[config.mk]
export PLATFORM = sky130hd
export DESIGN_NAME = mult_div_unit_flat
export DESIGN_NICKNAME = d
export VERILOG_FILES = /design/src/rtl/mult_div_unit_if.sv /design/src/rtl/mult_div_unit.sv /design/src/flat_wrapper.sv
export SDC_FILE = /design/constraint.sdc
export NUM_CORES = 1
export LEC_CHECK = 0
export ABC_CLOCK_PERIOD_IN_PS = 3900
export CAP_MARGIN = 10
export CORE_UTILIZATION = 53
export CTS_CLUSTER_DIAMETER = 30
export DETAILED_ROUTE_END_ITERATION = 8
export MAX_ROUTING_LAYER = met4
export PLACE_DENSITY = 0.79
export SETUP_SLACK_MARGIN = 0.05
export SYNTH_ARGS = -nofsm -noshare
export SYNTH_HDL_FRONTEND = slang
export SYNTH_SLANG_ARGS = --single-unit
[constraint.sdc]
create_clock -name clk -period 3.9 [get_ports clk]
set_clock_uncertainty 0.05 [all_clocks]
set_input_delay 0.39 -clock clk [delete_from_list [all_inputs] [get_ports clk]]
set_output_delay 0.39 -clock clk [all_outputs]
set_load 0.03 [all_outputs]
[src/rtl/mult_div_unit_if.sv]
// Handshake and result bus between the CPU datapath and the multiply/divide unit.
interface mult_div_unit_if #(
    parameter int WIDTH = 32
);
    logic             start;
    logic [1:0]       op;
    logic [WIDTH-1:0] srcA;
    logic [WIDTH-1:0] srcB;
    logic             hiWrite;
    logic             loWrite;
    logic [WIDTH-1:0] writeData;
    logic             busy;
    logic             done;
    logic             divByZero;
    logic [WIDTH-1:0] hi;
    logic [WIDTH-1:0] lo;

    modport master (
        output start, op, srcA, srcB, hiWrite, loWrite, writeData,
        input  busy, done, divByZero, hi, lo
    );

    modport slave (
        input  start, op, srcA, srcB, hiWrite, loWrite, writeData,
        output busy, done, divByZero, hi, lo
    );
endinterface

[src/rtl/mult_div_unit.sv]
// Iterative multiply/divide unit with HI/LO result registers.
// One shift-add (multiply) or restoring shift-subtract (divide) step per
// cycle on unsigned magnitudes; the sign fix-up happens on the final write.
module mult_div_unit #(
    parameter int WIDTH = 32
) (
    input  logic           clk,
    input  logic           rst_n,
    mult_div_unit_if.slave bus
);
    localparam logic [5:0] CNT_LAST = 6'(WIDTH - 1);

    typedef enum logic [1:0] {IDLE, CALC, FIN} state_t;

    state_t               state;
    logic [5:0]           cnt;
    logic [1:0]           op_q;
    logic                 sign_a;
    logic                 sign_b;
    logic                 dbz_q;
    logic [2*WIDTH-1:0]   acc;
    logic [WIDTH-1:0]     opb;

    logic [2*WIDTH-1:0]   acc_nxt;
    logic [WIDTH:0]       msum;
    logic [WIDTH:0]       rem_sh;
    logic [WIDTH-1:0]     diff;

    logic                 busy_q;
    logic                 done_q;
    logic                 dbz_flag_q;
    logic [WIDTH-1:0]     hi_q;
    logic [WIDTH-1:0]     lo_q;

    // Magnitude of an operand; unsigned ops pass straight through.
    function automatic logic [WIDTH-1:0] magnitude(input logic signed [WIDTH-1:0] x,
                                                   input logic is_signed);
        logic signed [WIDTH-1:0] neg;
        neg = -x;
        if (is_signed && x[WIDTH-1])
            return neg;
        return x;
    endfunction

    // Restore signs: product negated on differing signs; quotient likewise,
    // remainder follows the dividend. 0x80000000 / -1 wraps naturally.
    function automatic logic [2*WIDTH-1:0] fix_sign(input logic is_div,
                                                    input logic sa,
                                                    input logic sb,
                                                    input logic [2*WIDTH-1:0] raw);
        logic signed [2*WIDTH-1:0] p;
        logic signed [WIDTH-1:0]   q;
        logic signed [WIDTH-1:0]   r;
        p = raw;
        q = raw[WIDTH-1:0];
        r = raw[2*WIDTH-1:WIDTH];
        if (is_div) begin
            if (sa ^ sb)
                q = -q;
            if (sa)
                r = -r;
            return {r, q};
        end
        if (sa ^ sb)
            p = -p;
        return p;
    endfunction

    // One iteration: acc holds {partial product, multiplier} or {remainder, dividend/quotient}.
    always_comb begin
        acc_nxt = acc;
        msum    = '0;
        rem_sh  = '0;
        diff    = '0;
        if (!op_q[1]) begin
            msum    = {1'b0, acc[2*WIDTH-1:WIDTH]} + (acc[0] ? {1'b0, opb} : '0);
            acc_nxt = {msum, acc[WIDTH-1:1]};
        end else begin
            rem_sh = acc[2*WIDTH-1:WIDTH-1];
            diff   = rem_sh[WIDTH-1:0] - opb;
            if (rem_sh >= {1'b0, opb})
                acc_nxt = {diff, acc[WIDTH-2:0], 1'b1};
            else
                acc_nxt = {rem_sh[WIDTH-1:0], acc[WIDTH-2:0], 1'b0};
        end
    end

    // Control FSM, iteration datapath and HI/LO registers.
    always_ff @(posedge clk) begin
        if (!rst_n) begin
            state      <= IDLE;
            cnt        <= '0;
            busy_q     <= 1'b0;
            done_q     <= 1'b0;
            dbz_flag_q <= 1'b0;
            hi_q       <= '0;
            lo_q       <= '0;
        end else begin
            done_q <= 1'b0;
            case (state)
                IDLE: begin
                    if (bus.start) begin
                        op_q       <= bus.op;
                        cnt        <= '0;
                        busy_q     <= 1'b1;
                        dbz_flag_q <= 1'b0;
                        sign_a     <= bus.op[0] & bus.srcA[WIDTH-1];
                        sign_b     <= bus.op[0] & bus.srcB[WIDTH-1];
                        if (bus.op[1] && (bus.srcB == '0)) begin
                            // Divide by zero skips CALC; result is preloaded raw.
                            dbz_q <= 1'b1;
                            acc   <= {bus.srcA, {WIDTH{1'b1}}};
                            state <= FIN;
                        end else begin
                            dbz_q <= 1'b0;
                            state <= CALC;
                            if (bus.op[1]) begin
                                acc <= {{WIDTH{1'b0}}, magnitude(bus.srcA, bus.op[0])};
                                opb <= magnitude(bus.srcB, bus.op[0]);
                            end else begin
                                acc <= {{WIDTH{1'b0}}, magnitude(bus.srcB, bus.op[0])};
                                opb <= magnitude(bus.srcA, bus.op[0]);
                            end
                        end
                    end else begin
                        if (bus.hiWrite)
                            hi_q <= bus.writeData;
                        if (bus.loWrite)
                            lo_q <= bus.writeData;
                    end
                end
                CALC: begin
                    acc <= acc_nxt;
                    cnt <= cnt + 6'd1;
                    if (cnt == CNT_LAST)
                        state <= FIN;
                end
                FIN: begin
                    if (dbz_q) begin
                        {hi_q, lo_q} <= acc;
                        dbz_flag_q   <= 1'b1;
                    end else begin
                        {hi_q, lo_q} <= fix_sign(op_q[1], sign_a, sign_b, acc);
                    end
                    done_q <= 1'b1;
                    busy_q <= 1'b0;
                    state  <= IDLE;
                end
                default: state <= IDLE;
            endcase
        end
    end

    assign bus.busy      = busy_q;
    assign bus.done      = done_q;
    assign bus.divByZero = dbz_flag_q;
    assign bus.hi        = hi_q;
    assign bus.lo        = lo_q;
endmodule

[src/flat_wrapper.sv]
// flat-port wrapper written by rule: the top's interface ports become plain ports
module mult_div_unit_flat 
#(
    parameter int WIDTH = 32
)
  (clk, rst_n, bus_start, bus_op, bus_srcA, bus_srcB, bus_hiWrite, bus_loWrite, bus_writeData, bus_busy, bus_done, bus_divByZero, bus_hi, bus_lo);
  mult_div_unit_if #(.WIDTH(WIDTH)) bus_i ();
  input  logic clk;
  input  logic rst_n;
  input wire logic [$bits(bus_i.start)-1:0] bus_start;
  input wire logic [$bits(bus_i.op)-1:0] bus_op;
  input wire logic [$bits(bus_i.srcA)-1:0] bus_srcA;
  input wire logic [$bits(bus_i.srcB)-1:0] bus_srcB;
  input wire logic [$bits(bus_i.hiWrite)-1:0] bus_hiWrite;
  input wire logic [$bits(bus_i.loWrite)-1:0] bus_loWrite;
  input wire logic [$bits(bus_i.writeData)-1:0] bus_writeData;
  output wire logic [$bits(bus_i.busy)-1:0] bus_busy;
  output wire logic [$bits(bus_i.done)-1:0] bus_done;
  output wire logic [$bits(bus_i.divByZero)-1:0] bus_divByZero;
  output wire logic [$bits(bus_i.hi)-1:0] bus_hi;
  output wire logic [$bits(bus_i.lo)-1:0] bus_lo;
  assign bus_i.start = bus_start;
  assign bus_i.op = bus_op;
  assign bus_i.srcA = bus_srcA;
  assign bus_i.srcB = bus_srcB;
  assign bus_i.hiWrite = bus_hiWrite;
  assign bus_i.loWrite = bus_loWrite;
  assign bus_i.writeData = bus_writeData;
  assign bus_busy = bus_i.busy;
  assign bus_done = bus_i.done;
  assign bus_divByZero = bus_i.divByZero;
  assign bus_hi = bus_i.hi;
  assign bus_lo = bus_i.lo;
  mult_div_unit #(.WIDTH(WIDTH)) u_core (.clk(clk), .rst_n(rst_n), .bus(bus_i));
endmodule
## Word level (Yosys, flattened, before mapping)

Cells that the tools add are included.
Widths: inputs -> output; s select.

- Register bits after elaboration: 176
- Input port bits: 103
- Logic and storage cells: 117

- Add/sub/neg operators: 8
- $lt $le $gt $ge: 1
- Eq/ne operators: 9
- Muxes and demuxes: 66
- Bitwise gates (word level): 4
- Reductions and logical operators: 16

Operator list:

| cell | number |
|---|---|
| $mux 32 | 17 |
| $mux 64 | 7 |
| $neg 32->32 | 4 |
| $pmux 32 s2 | 2 |
| $pmux 64 s2 | 1 |
| $neg 64->64 | 1 |
| $add 32x33->33 | 1 |
| $ge 33x32->1 | 1 |
| $logic_not 32->1 | 1 |
| $sub 32x32->32 | 1 |
| $mux 1 | 31 |
| $reduce_and 3->1 | 5 |
| $pmux 6 s2 | 1 |
| $ne 2x2->1 const B | 4 |
| $add 6x1->6 const B | 1 |
| $eq 6x5->1 const B | 1 |
| $mux 2 | 3 |
| $mux 6 | 1 |
| $reduce_and 2->1 | 3 |
| $ne 2x1->1 const B | 2 |
| $pmux 1 s2 | 2 |
| $pmux 2 s2 | 1 |
| $reduce_and 4->1 | 1 |
| $reduce_bool 2->1 | 2 |
| 7 further kinds | 10 |

## Logic depth before layout (Yosys ltp)

- Depth after elaboration: 12
- Gate-level depth with buffers: 13

## Worst setup path after synthesis

Ideal clock, no wire load.

- Path type: in2reg
- From: input bus_srcB[0]
- To: register u_core.opb[0] (enable)
- Data arrival time: 3738 ps
- Path slack: -352 ps
- Stages: 9
- Path buffers: 2
- Cell sequence: inv_1 ha_1 and3_1 clkbuf_1 nand3b_1 nor3_2 and2_1 buf_2 nor3_1

- Cells in the longest elaborated chain, start to end: 4

Ends and longest elaborated chain:

| item | line | RTL |
|---|---|---|
| start, declared | flat_wrapper.sv:13 | `input wire logic [$bits(bus_i.srcB)-1:0] bus_srcB;` |
| $logic_not 32->1 | mult_div_unit.sv:109 | `if (bus.op[1] && (bus.srcB == '0)) begin` |
| $logic_and 1x1->1 | mult_div_unit.sv:109 |  |
| $not 1->1 (no line) | - |  |
| $reduce_and 4->1 (no line) | - |  |
| end signal, assigned | mult_div_unit.sv:119 | `opb <= magnitude(bus.srcB, bus.op[0]);` |
| end signal, assigned | mult_div_unit.sv:122 | `opb <= magnitude(bus.srcA, bus.op[0]);` |
| end, declared | mult_div_unit.sv:22 | `logic [WIDTH-1:0] opb;` |

Every way passes these cells.
A chain may end at the register's enable or synchronous reset.

## Final worst setup path

- From: register u_core.opb[0]
- To: register u_core.acc[61], data pin

- Cells in the longest elaborated chain, start to end: 4
- Elaborated cells on any way between the ends: 7
- Those cells by class: 2 x add/sub; 1 x order compare; 4 x mux

Ends and longest elaborated chain:

| item | line | RTL |
|---|---|---|
| $mux 32, or another cell as far along | mult_div_unit.sv:76 | `msum = {1'b0, acc[2*WIDTH-1:WIDTH]} + (acc[0] ? {1'b0, opb} : '0);` |
| $add 32x33->33 or $mux 64 (tied branches) | mult_div_unit.sv:76, mult_div_unit.sv:81 |  |
| $mux 64 (*) | mult_div_unit.sv:75 | `if (!op_q[1]) begin` |
| $pmux 64 s2 (*) | mult_div_unit.sv:100 | `case (state)` |
| end signal, assigned | mult_div_unit.sv:112 | `acc <= {bus.srcA, {WIDTH{1'b1}}};` |
| end signal, assigned | mult_div_unit.sv:118 | `acc <= {{WIDTH{1'b0}}, magnitude(bus.srcA, bus.op[0])};` |
| end signal, assigned | mult_div_unit.sv:121 | `acc <= {{WIDTH{1'b0}}, magnitude(bus.srcB, bus.op[0])};` |
| end, declared | mult_div_unit.sv:21 | `logic [2*WIDTH-1:0] acc;` |

Mark *: on every way between the ends. The rest lies on a longest branch, timed or not.

==> impl_metrics.env <==
export IMPL_status="finished clean"
export IMPL_ys_warnings_count=0
export IMPL_pre_cts_ws_ps=167.9
export IMPL_cp_data_arrival_time_ps=3900
export IMPL_drt_pass1_iter_count=6
export IMPL_drive_gt1_share_pct=10.01
export IMPL_syn_inst=1779
export IMPL_grt_max_degree=81
export IMPL_fin_crit_ps=3759
export IMPL_crit_start="u_core.opb[0]$_DFFE_PP_"
export IMPL_crit_type="reg -> reg"
export IMPL_htreeDepth=4
export IMPL_io_buffers=169
export IMPL_hp_start="rst_n"
export IMPL_hpwl_mm=44.13
export IMPL_grt_pass1_vias=14250
export IMPL_ys_flop_type="edfxtp_1"
export IMPL_clk_pin_slew_ps=80
export IMPL_synth_edf_count=100
export IMPL_dieArea_um2=29210
export IMPL_multi_input_area_um2=9990
export IMPL_synth_largest_area_cell="edfxtp_1"
export IMPL_netlist_area_um2=15120
export IMPL_syn_nets=1953
export IMPL_nNetsFinal=2139
export IMPL_antenna_found_initial=0
export IMPL_synth_most_common_cell="a21oi_1"
export IMPL_ys_seq_elements=175
export IMPL_maxCapViolations=0
export IMPL_synthTopCellsByCount="a21oi_1 (143), nor2_1 (136), nand2_1 (128), mux2i_1 (123), o21ai_0 (103)"
export IMPL_hold_ws_ps=415.6
export IMPL_grt_overflow_total=0
export IMPL_async_flop_share_pct=0
export IMPL_wl_per_cell_um=24.03
export IMPL_vias_per_cell=6.478
export IMPL_powerDensity_nw_per_um2=386.4
export IMPL_dr_total_vias=15260
export IMPL_tightest_slew_ps=973.3
export IMPL_finalHoldViolCount=0
export IMPL_worstPathRequired_ps=4040
export IMPL_startpoint_type="flop"
export IMPL_setup_tns_ps=0
export IMPL_cp_end_kind="flop"
export IMPL_total_power_uw=7101
export IMPL_maxSlewHeadroom_pct=35.11
export IMPL_dieWidth_um=170.9
export IMPL_grtUsageTotal_pct=39.75
export IMPL_fin_ws_ps=141.4
export IMPL_io_pins=170
export IMPL_gp_congestion=0.9866
export IMPL_row_count=61
export IMPL_cts_buffers=17
export IMPL_cts_tree="yes"
export IMPL_vdd_drop_max_mv=0.2767
export IMPL_core_area_um2=27930
export IMPL_fillers=2442
export IMPL_crit_fanout=3
export IMPL_synth_top_area_share_pct=19.86
export IMPL_area_delta_synth_final_pct=21.54
export IMPL_drt_initial_drc_count=1892
export IMPL_diodes=0
export IMPL_seqCellArea_um2=4504
export IMPL_rr_startpoint="u_core.opb[0]$_DFFE_PP_"
export IMPL_synthTopCellsByArea="edfxtp_1 (20%), dfxtp_1 (9.9%), mux2i_1 (8.1%)"
export IMPL_finalSetupViolations=0
export IMPL_period_share_pct=96.37
export IMPL_ctsHoldBuffers=0
export IMPL_final_util_pct=65.78
export IMPL_power_leakage_uw=0.007586
export IMPL_postRouteWirelength_mm=56.61
export IMPL_initial_core_util_pct=54.13
export IMPL_root_buffer="clkbuf_16"
export IMPL_ys_types=83
export IMPL_drc_errors=0
export IMPL_die_height_um=170.9
export IMPL_rsz0062_at_grt="yes"
export IMPL_clkLatencyLatePin_ps=450
export IMPL_slew_viol_final=0
export IMPL_ant_nets=0
export IMPL_hold_class="in -> reg"
export IMPL_max_freq_mhz=266.1
export IMPL_postSynthAreaPerCell_um2=8.499
export IMPL_clockBufferDepth=2
export IMPL_grt_pass1_wl_mm=84.49
export IMPL_cts_sinks=175
export IMPL_ys_seq_area_share_pct=29.79
-- registers in the layout, summed over array words and instances (netlist names) --
register	flops
u_core.sign_b	1
u_core.state	2
u_core.op_q	1
u_core.acc	64
u_core.bus.busy	1
u_core.opb	32
u_core.dbz_q	1
u_core.bus.done	1
u_core.bus.lo	32
u_core.bus.hi	32
u_core.sign_a	1
u_core.bus.divByZero	1
u_core.cnt	6
-- cells by family (layout without fill, tap and decap cells) --
kind of cell / count (synthesis) / count (layout) / synth area share (%)
XOR/XNOR: 162 / 162 / 9.384
adder cells (fa/ha/maj): 71 / 71 / 5.975
buffers and inverters: 177 / 376 / 4.460
multiplexers: 144 / 144 / 9.732
AND/OR/NAND/NOR: 525 / 525 / 17.43
flip-flops: 175 / 175 / 29.79
AO/OA/AOI/OAI: 525 / 525 / 23.23
-- metrics by stage --
stage | cells | instance area [µm²]
final | 2356 | 18380
after global routing | 2356 | 18380
after CTS | 2353 | 18340
after detailed placement | 2321 | 17700
after global placement | 2321 | 17700
after floorplan | 1779 | 15130
-- repair_timing --
item	4_1_cts	5_1_grt
setup buffers	0	3
resized for setup	0	4
endpoints found under the setup margin	0	5
-- per-layer routing --
layer,routed length [µm],GRT usage (%)
met3,5348,6.431
met5,0,-
met1,24360,54.39
met4,2221,15.33
met2,24680,58.67
-- where the power goes --
group / total, µW / internal (µW) / switching, µW
logic: 2870 / 1170 / 1710
clock network: 1870 / 895 / 977
registers: 2350 / 2180 / 170
total: 7100 / 4250 / 2860
-- final timing paths --
kind,slack [ps],cells past startpoint,endpoint
min,420,3,u_core.state[1]$_SDFFE_PN0P_
max reg2reg,140,12,u_core.acc[61]$_DFFE_PP_
min reg2reg,430,2,u_core.bus.hi[4]$_SDFFE_PN0P_
max,140,12,u_core.acc[61]$_DFFE_PP_
-- layout by cell type, fill, tap and decap left out, types with 18 or more instances in the layout --
cell / synthesis / routed
a22oi_1: 37 / 37
a21oi_1: 143 / 143
xnor2_1: 82 / 82
nand4_1: 18 / 18
nor2_1: 136 / 134
edfxtp_1: 100 / 100
o211a_1: 26 / 26
o221ai_1: 20 / 20
mux2i_1: 123 / 123
o21ai_0: 103 / 102
dfxtp_1: 75 / 75
xor2_1: 80 / 80
a211oi_1: 19 / 19
inv_1: 69 / 69
a21o_1: 33 / 33
o31ai_1: 22 / 22
nand2_1: 128 / 127
mux2_2: 20 / 20
nand3_1: 49 / 49
clkdlybuf4s50_1: 0 / 167
and3_1: 21 / 21
nor3_1: 47 / 46
buf_4: 1 / 103
ha_1: 69 / 68
-- cell type report --
cell class / count / share of cell area, %
Clock buffer: 17 / 2.315
Inverter: 70 / 1.430
Tap cell: 378 / 2.574
Sequential cell: 175 / 24.51
Clock inverter: 15 / 1.151
Timing Repair Buffer: 274 / 13.66
Multi-Input combinational cell: 1427 / 54.36
-- worst max-delay path: stages (launching register included) --
cell	delay, ps
edfxtp_1	410
and2_1	180
ha_1	210
fa_1	430
a211oi_1	310
o21bai_1	200
a2111oi_4	440
o31a_1	240
o211ai_1	150
a41o_1	310
a31oi_1	210
xnor2_1	80
a221o_1	290
No activity file was read; power rests on OpenSTA's default activity.
